===== src/rtl/csr_access_unit.sv =====
// CSR instruction sequencer: decodes CSRRW/RS/RC (register and immediate forms),
// performs the read-modify-write against the machine CSR block and returns the old value.
module csr_access_unit #(
  parameter int DATA_W     = 32,
  parameter int CSR_ADDR_W = 12
) (
  input  logic                  clk,
  input  logic                  rst,
  input  logic                  req_valid,
  output logic                  req_ready,
  input  logic [2:0]            req_funct3,
  input  logic [CSR_ADDR_W-1:0] req_addr,
  input  logic [DATA_W-1:0]     req_rs1_data,
  input  logic [4:0]            req_zimm,
  input  logic                  req_rs1_zero,
  input  logic                  req_rd_zero,
  input  logic                  flush,
  output logic                  csr_rd,
  output logic                  csr_wr,
  output logic [CSR_ADDR_W-1:0] csr_addr,
  output logic [DATA_W-1:0]     csr_wdata,
  input  logic [DATA_W-1:0]     csr_rdata,
  output logic                  resp_valid,
  input  logic                  resp_ready,
  output logic [DATA_W-1:0]     resp_rd_data,
  output logic                  resp_rd_we,
  output logic                  resp_illegal
);

  typedef enum logic [1:0] {IDLE, READ, WRITE, RESP} state_t;

  state_t                  state, state_nxt;
  logic [1:0]              op_q;
  logic [CSR_ADDR_W-1:0]   addr_q;
  logic [DATA_W-1:0]       opnd_q, old_q;
  logic                    opzero_q, rd_zero_q, illegal_q;

  logic [DATA_W-1:0]       req_opnd;
  logic                    req_opzero, req_is_rw, req_need_read, req_need_write, req_illegal;
  logic                    accept, is_rw_q, need_read_q, need_write_q;

  always_comb begin
    req_opnd       = req_funct3[2] ? {{(DATA_W-5){1'b0}}, req_zimm} : req_rs1_data;
    req_opzero     = req_funct3[2] ? (req_zimm == 5'd0) : req_rs1_zero;
    req_is_rw      = (req_funct3[1:0] == 2'b01);
    req_need_read  = !(req_is_rw && req_rd_zero);
    req_need_write = req_is_rw || !req_opzero;
    // Top two address bits == 2'b11 marks a read-only CSR
    req_illegal    = (req_funct3[1:0] == 2'b00) ||
                     (req_need_write && (req_addr[CSR_ADDR_W-1 -: 2] == 2'b11));
    accept         = (state == IDLE) && req_valid && !flush;
    is_rw_q        = (op_q == 2'b01);
    need_read_q    = !(is_rw_q && rd_zero_q);
    need_write_q   = is_rw_q || !opzero_q;
  end

  always_ff @(posedge clk or negedge rst) begin
    if (!rst) begin
      state     <= IDLE;
      op_q      <= '0;
      addr_q    <= '0;
      opnd_q    <= '0;
      old_q     <= '0;
      opzero_q  <= 1'b0;
      rd_zero_q <= 1'b0;
      illegal_q <= 1'b0;
    end else begin
      state <= state_nxt;
      if (accept) begin
        op_q      <= req_funct3[1:0];
        addr_q    <= req_addr;
        opnd_q    <= req_opnd;
        opzero_q  <= req_opzero;
        rd_zero_q <= req_rd_zero;
        illegal_q <= req_illegal;
        old_q     <= '0;
      end else if (state == READ) begin
        old_q <= csr_rdata;
      end
    end
  end

  always_comb begin
    state_nxt    = state;
    req_ready    = 1'b0;
    csr_rd       = 1'b0;
    csr_wr       = 1'b0;
    csr_addr     = '0;
    csr_wdata    = '0;
    resp_valid   = 1'b0;
    resp_rd_data = '0;
    resp_rd_we   = 1'b0;
    resp_illegal = 1'b0;
    case (state)
      IDLE: begin
        req_ready = 1'b1;
        if (accept) begin
          if (req_illegal)        state_nxt = RESP;
          else if (req_need_read) state_nxt = READ;
          else                    state_nxt = WRITE;
        end
      end
      READ: begin
        csr_rd   = 1'b1;
        csr_addr = addr_q;
        if (flush)             state_nxt = IDLE;
        else if (need_write_q) state_nxt = WRITE;
        else                   state_nxt = RESP;
      end
      WRITE: begin
        csr_wr   = 1'b1;
        csr_addr = addr_q;
        case (op_q)
          2'b01:   csr_wdata = opnd_q;
          2'b10:   csr_wdata = old_q | opnd_q;
          2'b11:   csr_wdata = old_q & ~opnd_q;
          default: csr_wdata = '0;
        endcase
        // A flush here still lets the write land but drops the response
        state_nxt = flush ? IDLE : RESP;
      end
      RESP: begin
        resp_valid   = 1'b1;
        resp_rd_data = old_q;
        resp_rd_we   = need_read_q && !rd_zero_q && !illegal_q;
        resp_illegal = illegal_q;
        if (flush || resp_ready) state_nxt = IDLE;
      end
      default: state_nxt = IDLE;
    endcase
  end

endmodule


===== config.mk =====
export PLATFORM = sky130hd
export DESIGN_NAME = csr_access_unit
export DESIGN_NICKNAME = d
export VERILOG_FILES = /design/src/rtl/csr_access_unit.sv
export SDC_FILE = /design/constraint.sdc
export NUM_CORES = 1
export LEC_CHECK = 0
export ABC_AREA = 1
export BUFFER_PORTS_ARGS = -buffer_cell sky130_fd_sc_hd__buf_2
export CELL_PAD_IN_SITES_DETAIL_PLACEMENT = 1
export CELL_PAD_IN_SITES_GLOBAL_PLACEMENT = 2
export CORE_ASPECT_RATIO = 0.75
export CORE_UTILIZATION = 28
export CTS_CLUSTER_SIZE = 40
export DETAILED_ROUTE_END_ITERATION = 6
export GPL_TIMING_DRIVEN = 0
export PLACE_DENSITY = 0.92
export SYNTH_ARGS = -nofsm -noshare
export SYNTH_HDL_FRONTEND = slang
export SYNTH_SLANG_ARGS = --single-unit

===== constraint.sdc =====
create_clock -name clk -period 4.2 [get_ports clk]
set_input_delay 0.42 -clock clk [delete_from_list [all_inputs] [get_ports clk]]
set_output_delay 0.42 -clock clk [all_outputs]
set_load 0.02 [all_outputs]

Word level (Yosys, flattened, before mapping)

Index checks and enable logic that the tools add are counted.

Multiplexer cells: 22
Reduce and logical (&&, ||, !) cells: 23
Bitwise logic cells: 3
Eq/ne operators: 10

Operators with widths:

| operator           | count |
|---|---|
| $mux 32            | 5 |
| $pmux 32 s3        | 1 |
| $and 32x32->32     | 1 |
| $not 32->32        | 1 |
| $or 32x32->32      | 1 |
| $mux 12            | 1 |
| $mux 2             | 6 |
| $eq 2x2->1 const B | 5 |
| $mux 1             | 8 |
| $pmux 2 s4         | 1 |
| $logic_and 1x1->1  | 7 |
| $eq 2x1->1 const B | 3 |
| $logic_not 1->1    | 6 |
| $logic_not 5->1    | 1 |
| $logic_not 2->1    | 2 |
| $logic_or 1x1->1   | 4 |
| $ne 2x2->1 const B | 2 |
| $reduce_and 2->1   | 1 |
| $reduce_bool 2->1  | 1 |
| $reduce_or 2->1    | 1 |

Flip-flop bits (word level): 83
Logic and storage cells: 66
Input port bits: 91

Logic depth before layout (Yosys ltp)

Gate-level depths: netlist of run 1.

Depth after elaboration: 9
Depth in mapped cells: 9
Mapped depth without buffers: 9

Worst setup path after synthesis of run 1

Ideal clock, no wire load.

Kind: reg2out
Start: reg state[0]
End: out csr_wdata[2]
Data required time: 3.780 ns
Setup slack: 2.119 ns
Stages on the path, launching flop included: 6
Data arrival time: 1.661 ns
Cell sequence: dfrtp_1 -> inv_1 -> ha_1 -> o21ai_2 -> buf_2 -> a311oi_1

Word-level cells in the longest chain between the ends: 2

Ends and longest elaborated chain:

| item                   | line | text |
|---|---|---|
| from (decl)            | 32   | `state_t state, state_nxt;` |
| from (signal assigned) | 68   | `state <= state_nxt;` |
| $eq 2x2->1             | 94   | `case (state)` |
| $mux 32                | 94   |  |
| to (decl)              | 21   | `output logic [DATA_W-1:0] csr_wdata,` |

Every way passes these cells.

Worst setup path in the final report of run 1

Start: reg state[0]
End: out csr_wdata[3]

The elaborated chain is that of the path after synthesis.

==> results of run 1 <==
## path summary, 6_finish.rpt
| check | start | to | slack (ns) | cells past startpoint |
|---|---|---|---|---|
| worst max register to register | state[1] | old_q[13] | 2.43 | 9 |
| min in group clk | req_addr[2] | addr_q[2] | 0.26 | 3 |
| worst min-delay path | rst | old_q[18] | 0.11 | 1 |
| max in group asynchronous | rst | addr_q[10] | 3.45 | 2 |
| worst min register to register | addr_q[2] | addr_q[2] | 0.48 | 2 |
| worst max-delay path | state[0] | csr_wdata[3] | 1.73 | 6 |
## synth_stat cells (all sizes together) (5+ instances only)
cell type,n,area (um2)
clkbuf,8,30.0
o21ai,33,173
a21oi,34,170
nand2,138,523
nor2,44,170
a311oi,5,43.8
inv,147,552
buf,31,190
nand3,56,285
dfrtp,83,2080
ha,5,62.6
a31oi,38,238
## sequential cells by signal (all words and copies together) (netlist names)
signal and count:
old_q 32, opnd_q 32, addr_q 12, op_q 2
state 2, illegal_q 1, opzero_q 1, rd_zero_q 1
## per-stage QoR
stage               power [mW]  hold slack [ns]  instance area [um2]  cells  setup slack, ns
finish                    4.23            0.114                 6040   1021             1.73
global route              4.57            0.158                 6040   1021             1.64
detailed placement        3.33            0.467                 5690   1005             2.08
floorplan                 2.65            0.124                 4550    627             2.12
CTS                       4.28            0.130                 6040   1021             1.69
global placement          3.27            0.463                 5670   1004             1.92
## final cells by class
class	instances	area, um2	share of cell area
Timing Repair Buffer	173	883	0.146
Clock inverter	7	125	0.0207
Buffer	39	220	0.0365
Inverter	147	552	0.0914
Sequential cell	83	2080	0.344
Tap cell	205	256	0.0425
Multi-Input combinational cell	358	1700	0.281
Clock buffer	9	225	0.0373
## logic make-up after synthesis
kind of cell / share of synthesized area
AO/OA/AOI/OAI: 0.140
adder cells (fa/ha/maj): 0.0138
buffers and inverters: 0.170
AND/OR/NAND/NOR: 0.220
flip-flops: 0.457
## power breakdown
part / internal, mW / total, mW / switching (mW) / leakage (nW)
Combinational: 0.635 / 1.91 / 1.27 / 2.40
Clock: 0.586 / 0.932 / 0.346 / 0.170
Sequential: 1.15 / 1.39 / 0.242 / 1.06
## per-layer routing
layer  routed length [um]  vias up  track usage
li1                     -     2298            -
met1                 8030     2242        0.283
met2                 7140      128        0.311
met3                  962       15       0.0504
met4                  187        0       0.0483
met5                    0        -            0
## cell usage in the layout (no fill, tap or decap), drive strengths merged
cell and count:
bufinv 3, nor3b 1, o31ai 1, o22ai 1, clkbuf 17, nor3 1
a311oi 5, nand2 138, nand3b 1, dfrtp 83, nand3 56, nor2 44
inv 148, buf 204, clkinv 3, ha 5, o21ai 33, a21oi 34
a31oi 38
==> metrics.cfg, run 1 <==
[status]
outcome = complete, no violations

[logic_synthesis]
ys_ff_latch = 83
syn_inst = 627
syn_avg_cell_area_um2 = 7.25
syn_area_um2 = 4550
synthArstFlopShare = 1.00
synth_edf_count = 0
synth-seq-area-share = 0.457
synth_top_flop_cell = dfrtp_1
ys_warn_count = 0
synth_cell_type_count = 26
syn_nets = 723

[place]
place_congestion = 0.799
dp_hpwl_um = 12500
io_buffers = 172

[clock_tree]
cts_buffer_depth = 2
h-tree-depth = 3
cts_root_buffer = clkbuf_16
insertion_delay_ns = 0.34
cts.sinks = 83
cts_inserted_buffers = 9
postCtsSetupBuffers = 0
cts_tree = built
postCtsResizedCells = 0
clk_pin_slew_ns = 0.06
cts_hold_buf = 0

[grt]
grt_pass1_wl_um = 25600
grt_max_degree = 51
globalRoute.totalOverflow = 0
antenna_found_initial = 2
grt_pass1_vias = 4775
grt.total_usage = 0.202

[route]
firstDrtPassIters = 4
detailedRoute.firstIterationViolations = 193
avgViaCountPerCell = 4.59
ant_nets = 0
wirelength_um = 16300
wl_per_cell_um = 16.0
vias = 4683
drc = 0

[floorplan]
coreArea_um2 = 15600
rows = 39
dieArea_um2 = 16800
die_w_um = 149
num_io_pins = 173
start_util = 0.292
die_y_um = 112

[setup_path]
crit_required_ns = 3.78
path_cells = inv_1, ha_1, o21ai_2, buf_2, a311oi_1, buf_2
cp-start-kind = flip-flop
max_stage_delay_ns = 0.42
crit_type = flip-flop to output port
crit_family = buffers and inverters
path_buf_inv = 3
cpMaxStageDelayCell = dfrtp_1
setup.worst_path.end_class = output port
cpMostUsedCell = buf_2
critical_path.max_fanout = 10
arrival_ns = 2.05

[pwr]
ir_worst_vdd_mv = 0.253
leakage_nw = 3.63
power_density_nw_per_um2 = 701

[run]
maxCapViolCount = 0

[timing]
finClkSkew_ns = 0.00335
max-slew-margin-rel = 0.543
period_minus_slack_ns = 2.47
hold_viol = 0
final.setup.tns_ns = 0
finalSetupViolations = 0
worst_pin_slew_ns = 0.686
rsz0062_at_grt = no
max_freq_ghz = 0.405
fin_crit_sh = 0.589
timing.final.max_slew_violations = 0

[final_layout]
drive_above_1_share = 0.281
final_util = 0.388
layout.nets = 907
num-fill-cells = 2036
antennaDiodeCount = 0
synthToLayoutAreaGrowth_pct = 32.8

[worst_hold_path]
hold_class = input port to asynchronous set/reset pin

Power figures use the tool's default switching activity.
==> inputs of run 2 (changes only) <==
- CORE_UTILIZATION: 28 -> 26
- PLACE_DENSITY: 0.92 -> 0.87
- clock period: 4.2 -> 2.3 ns (I/O delays scaled with it)
==> metrics.cfg, run 2 (same netlist as run 1, synthesis figures left out) <==
[route]
vias = 4671
top_layer = met5
wirelength_um = 16700
drt-met1-wl_um = 8340
wl_met3_um = 861
wl_per_cell_um = 15.9
firstDrtPassIters = 4
drc = 0
avgViaCountPerCell = 4.43
detailedRoute.firstIterationViolations = 194
ant_nets = 0
dr_wl_met2_um = 7370

[final_layout]
layout.cells.most_common = buf_2
synthToLayoutAreaGrowth_pct = 33.3
layout.nets = 907
final_cell_mix = 191 x buf_2, 144 x inv_1, 136 x nand2_1
regArea_um2 = 2080
drive_above_1_share = 0.284
reg_top3 = old_q: 32 flops, opnd_q: 32 flops, addr_q: 12 flops
multi_input_area_um2 = 1710
num-fill-cells = 2179
instances_no_fill = 1054
final_util = 0.357

[clock_tree]
cts_inserted_buffers = 9
cts_buffer_depth = 2
clk_pin_slew_ns = 0.07
insertion_delay_ns = 0.34
h-tree-depth = 3
cts_root_buffer = clkbuf_16
cts.sinks = 83
cts_tree = built

[timing]
max_freq_ghz = 0.457
finClkSkew_ns = 0.00574
hold_viol = 0
worst_pin_slew_ns = 0.616
rsz0062_at_grt = no
timing.final.max_slew_violations = 0
finalSetupViolations = 0
whs_ns = 0.0737
worst_slack_ns = 0.112
fin_crit_sh = 0.951
final.setup.tns_ns = 0
period_minus_slack_ns = 2.19
max-slew-margin-rel = 0.589

[setup_path]
crit_required_ns = 2.07
arrival_ns = 1.96
critical_path.max_fanout = 10
reg2reg_depth = 9
cp-start-kind = flip-flop
crit_type = flip-flop to output port
r2r-start = state[1]
crit_start = state[0]
reg2reg_to = old_q[9]
crit_path_end = csr_wdata[3]
setup.worst_path.end_class = output port
r2r_slack_ns = 0.53

[grt]
grt_max_degree = 46
antenna_found_initial = 3
globalRoute.totalOverflow = 0
grt_pass1_vias = 4625
grt.total_usage = 0.192
grt_pass1_wl_um = 25800

[run]
maxCapViolCount = 0

[floorplan]
die_y_um = 117
rows = 41
coreArea_um2 = 17000
die_w_um = 155
start_util = 0.268
num_io_pins = 173
dieArea_um2 = 18000

[place]
dp_slack_ns = 0.387
dp_hpwl_um = 12700
io_buffers = 172
dpl.cell_count = 1036
place_congestion = 0.779

[pwr]
leakage_nw = 3.62
power_density_nw_per_um2 = 1250
ir_worst_vdd_mv = 0.453

[worst_hold_path]
hold_class = input port to flip-flop

[status]
outcome = complete, no violations

[run 2: cell count changes in the layout (fill, tap and decap cells not counted), sizes merged]
cell | previous run | this run
dlygate4sd3 | 0 | 1
clkbuf | 17 | 16
clkinvlp | 0 | 1
clkinv | 3 | 4
bufinv | 3 | 1
diode | 0 | 2
[run 2: power breakdown]
part / internal [mW] / leakage (nW) / switching (mW)
sequential: 2.10 / 1.06 / 0.445
combinational: 1.17 / 2.41 / 2.35
clock: 0.850 / 0.146 / 0.651
[run 2: worst min path at each step]
| stage | startpoint | endpoint | slack, ns | cells past startpoint |
|---|---|---|---|---|
| final | req_addr[3] | addr_q[3] | 0.07 | 3 |
| after global routing | req_addr[6] | addr_q[6] | 0.08 | 3 |
| after CTS | req_addr[3] | addr_q[3] | 0.06 | 3 |
| after detailed placement | rst | opnd_q[22] | 0.26 | 1 |
| after global placement | req_addr[0] | addr_q[0] | 0.43 | 3 |
| after floorplan | rst | addr_q[0] | -0.07 | 0 |
[run 2: per-layer routing]
metal / vias to the layer above / global-route usage
met5: - / 0
met4: 4 / 0.0396
met3: 13 / 0.0449
met2: 132 / 0.308
met1: 2215 / 0.266
li1: 2307 / -
[run 2: cell type report]
class,instances,share of cell area
sequential,83,0.343
multi-input combinational,358,0.282
timing repair buffer,174,0.149
inverter,147,0.0910
tap,236,0.0487
clock buffer,9,0.0372
buffer,38,0.0359
clock inverter,7,0.0128
antenna,2,0.000826
[run 2: worst max-delay path, cell delays in order, from the launching register on]
cell	delay (ns)
dfrtp_1	0.42
inv_1	0.11
ha_1	0.24
o21ai_2	0.12
buf_2	0.23
a311oi_2	0.26
buf_2	0.22
[run 2: what timing repair did]
action	4_1_cts	5_1_grt
hold endpoints to repair	38	0
resized for setup	0	4
buffers inserted	0	0
hold buffers	1	0
setup endpoints to repair	0	17
[run 2: through the flow]
step	total power, mW	cell area (um2)
floorplan	4.83	4550
global placement	5.99	5700
detailed placement	6.10	5730
CTS	7.64	6050
global route	8.19	6060
finish	7.56	6060
==> inputs of run 3 (changes only) <==
- CORE_UTILIZATION: 26 -> 28
- PLACE_DENSITY: 0.87 -> 0.92
- clock period: 2.3 -> 2.6 ns (I/O delays scaled with it)
==> metrics.cfg, run 3 (same netlist as run 1, synthesis figures left out) <==
[status]
outcome = complete, no violations

[final_layout]
layout.nets = 908
layout.cells.most_common = buf_2
reg_top3 = old_q: 32 flops, opnd_q: 32 flops, addr_q: 12 flops
synthToLayoutAreaGrowth_pct = 33.0
final_cell_mix = 191 x buf_2, 144 x inv_1, 136 x nand2_1
instances_no_fill = 1023
final_util = 0.389
drive_above_1_share = 0.280
num-fill-cells = 2035

[place]
dp_slack_ns = 0.639
dpl.cell_count = 1005
place_congestion = 0.799
dp_hpwl_um = 12500
io_buffers = 172

[pwr]
leakage_nw = 3.64
ir_worst_vdd_mv = 0.406
p_total_mw = 6.84
power_density_nw_per_um2 = 1130

[clock_tree]
clk_pin_slew_ns = 0.06
cts.sinks = 83
cts_root_buffer = clkbuf_16
cts_inserted_buffers = 9
cts_buffer_depth = 2
h-tree-depth = 3
cts_tree = built
postCtsResizedCells = 0
insertion_delay_ns = 0.34

[timing]
rsz0062_at_grt = no
final.setup.tns_ns = 0
finalSetupViolations = 0
max-slew-margin-rel = 0.539
timing.final.max_slew_violations = 0
worst_pin_slew_ns = 0.692
finClkSkew_ns = 0.00333
hold_viol = 0
worst_slack_ns = 0.281
fin_crit_sh = 0.892
max_freq_ghz = 0.431
period_minus_slack_ns = 2.32

[floorplan]
rows = 39
coreArea_um2 = 15600
dieArea_um2 = 16800
die_w_um = 149
num_io_pins = 173
die_y_um = 112
start_util = 0.292

[grt]
grt_pass1_wl_um = 25600
grt_max_degree = 51
globalRoute.totalOverflow = 0
grt.total_usage = 0.202
antenna_found_initial = 2
grt_pass1_vias = 4775

[setup_path]
reg2reg_depth = 9
critical_path.max_fanout = 10
arrival_ns = 2.06
crit_type = flip-flop to output port
cp-start-kind = flip-flop
crit_required_ns = 2.34
setup.worst_path.end_class = output port
r2r_slack_ns = 0.82

[route]
detailedRoute.firstIterationViolations = 193
drc = 0
firstDrtPassIters = 4
wl_per_cell_um = 15.9
ant_nets = 0
wirelength_um = 16300
vias = 4673
avgViaCountPerCell = 4.57

[run]
maxCapViolCount = 0

[worst_hold_path]
hold_depth = 3
hold_class = input port to flip-flop

[run 3: worst paths after layout]
check	start	to
worst min-delay path	req_addr[2]	addr_q[2]
worst max register to register	state[1]	old_q[13]
max in group asynchronous	rst	addr_q[10]
min in group asynchronous	rst	old_q[18]
worst max-delay path	state[0]	csr_wdata[3]
worst min register to register	addr_q[2]	addr_q[2]
[run 3: metrics by stage]
| stage | instance area (um2) | hold WS (ns) |
|---|---|---|
| after floorplan | 4550 | -0.0356 |
| after global placement | 5670 | 0.460 |
| after detailed placement | 5690 | 0.345 |
| after CTS | 6050 | 0.0974 |
| after global routing | 6050 | 0.100 |
| final | 6050 | 0.105 |
[run 3: per-layer routing]
layer,GRT usage,share of wire,wire length [um],vias up
met4,0.0483,0.011,179,2
li1,-,-,-,2304
met1,0.283,0.49,7960,2223
met5,0,0.00067,11,-
met3,0.0504,0.060,982,15
met2,0.311,0.44,7180,129
[run 3: where the power goes]
group | switching, mW | internal [mW]
Clock | 0.557 | 0.947
Combinational | 2.06 | 1.03
Sequential | 0.393 | 1.86
Total | 3.00 | 3.83
[run 3: critical path, stage by stage, from the launching register on]
cell	delay [ns]
dfrtp_1	0.42
inv_1	0.12
ha_1	0.25
o21ai_2	0.13
buf_2	0.23
a311oi_1	0.32
buf_2	0.23
[run 3: area by class of cell]
class	instances	area [um2]	share of cell area
sequential	83	2080	0.343
multi-input combinational	358	1700	0.281
timing repair buffer	174	893	0.148
inverter	147	552	0.0912
tap	205	256	0.0424
clock buffer	9	225	0.0372
buffer	39	220	0.0364
clock inverter	7	125	0.0207
antenna	1	2.50	0.000414
[run 3: timing repair]
| action | CTS | global route |
|---|---|---|
| hold buffers | 1 | 0 |
| endpoints found under the hold margin | 49 | 0 |
| setup buffers | 0 | 0 |
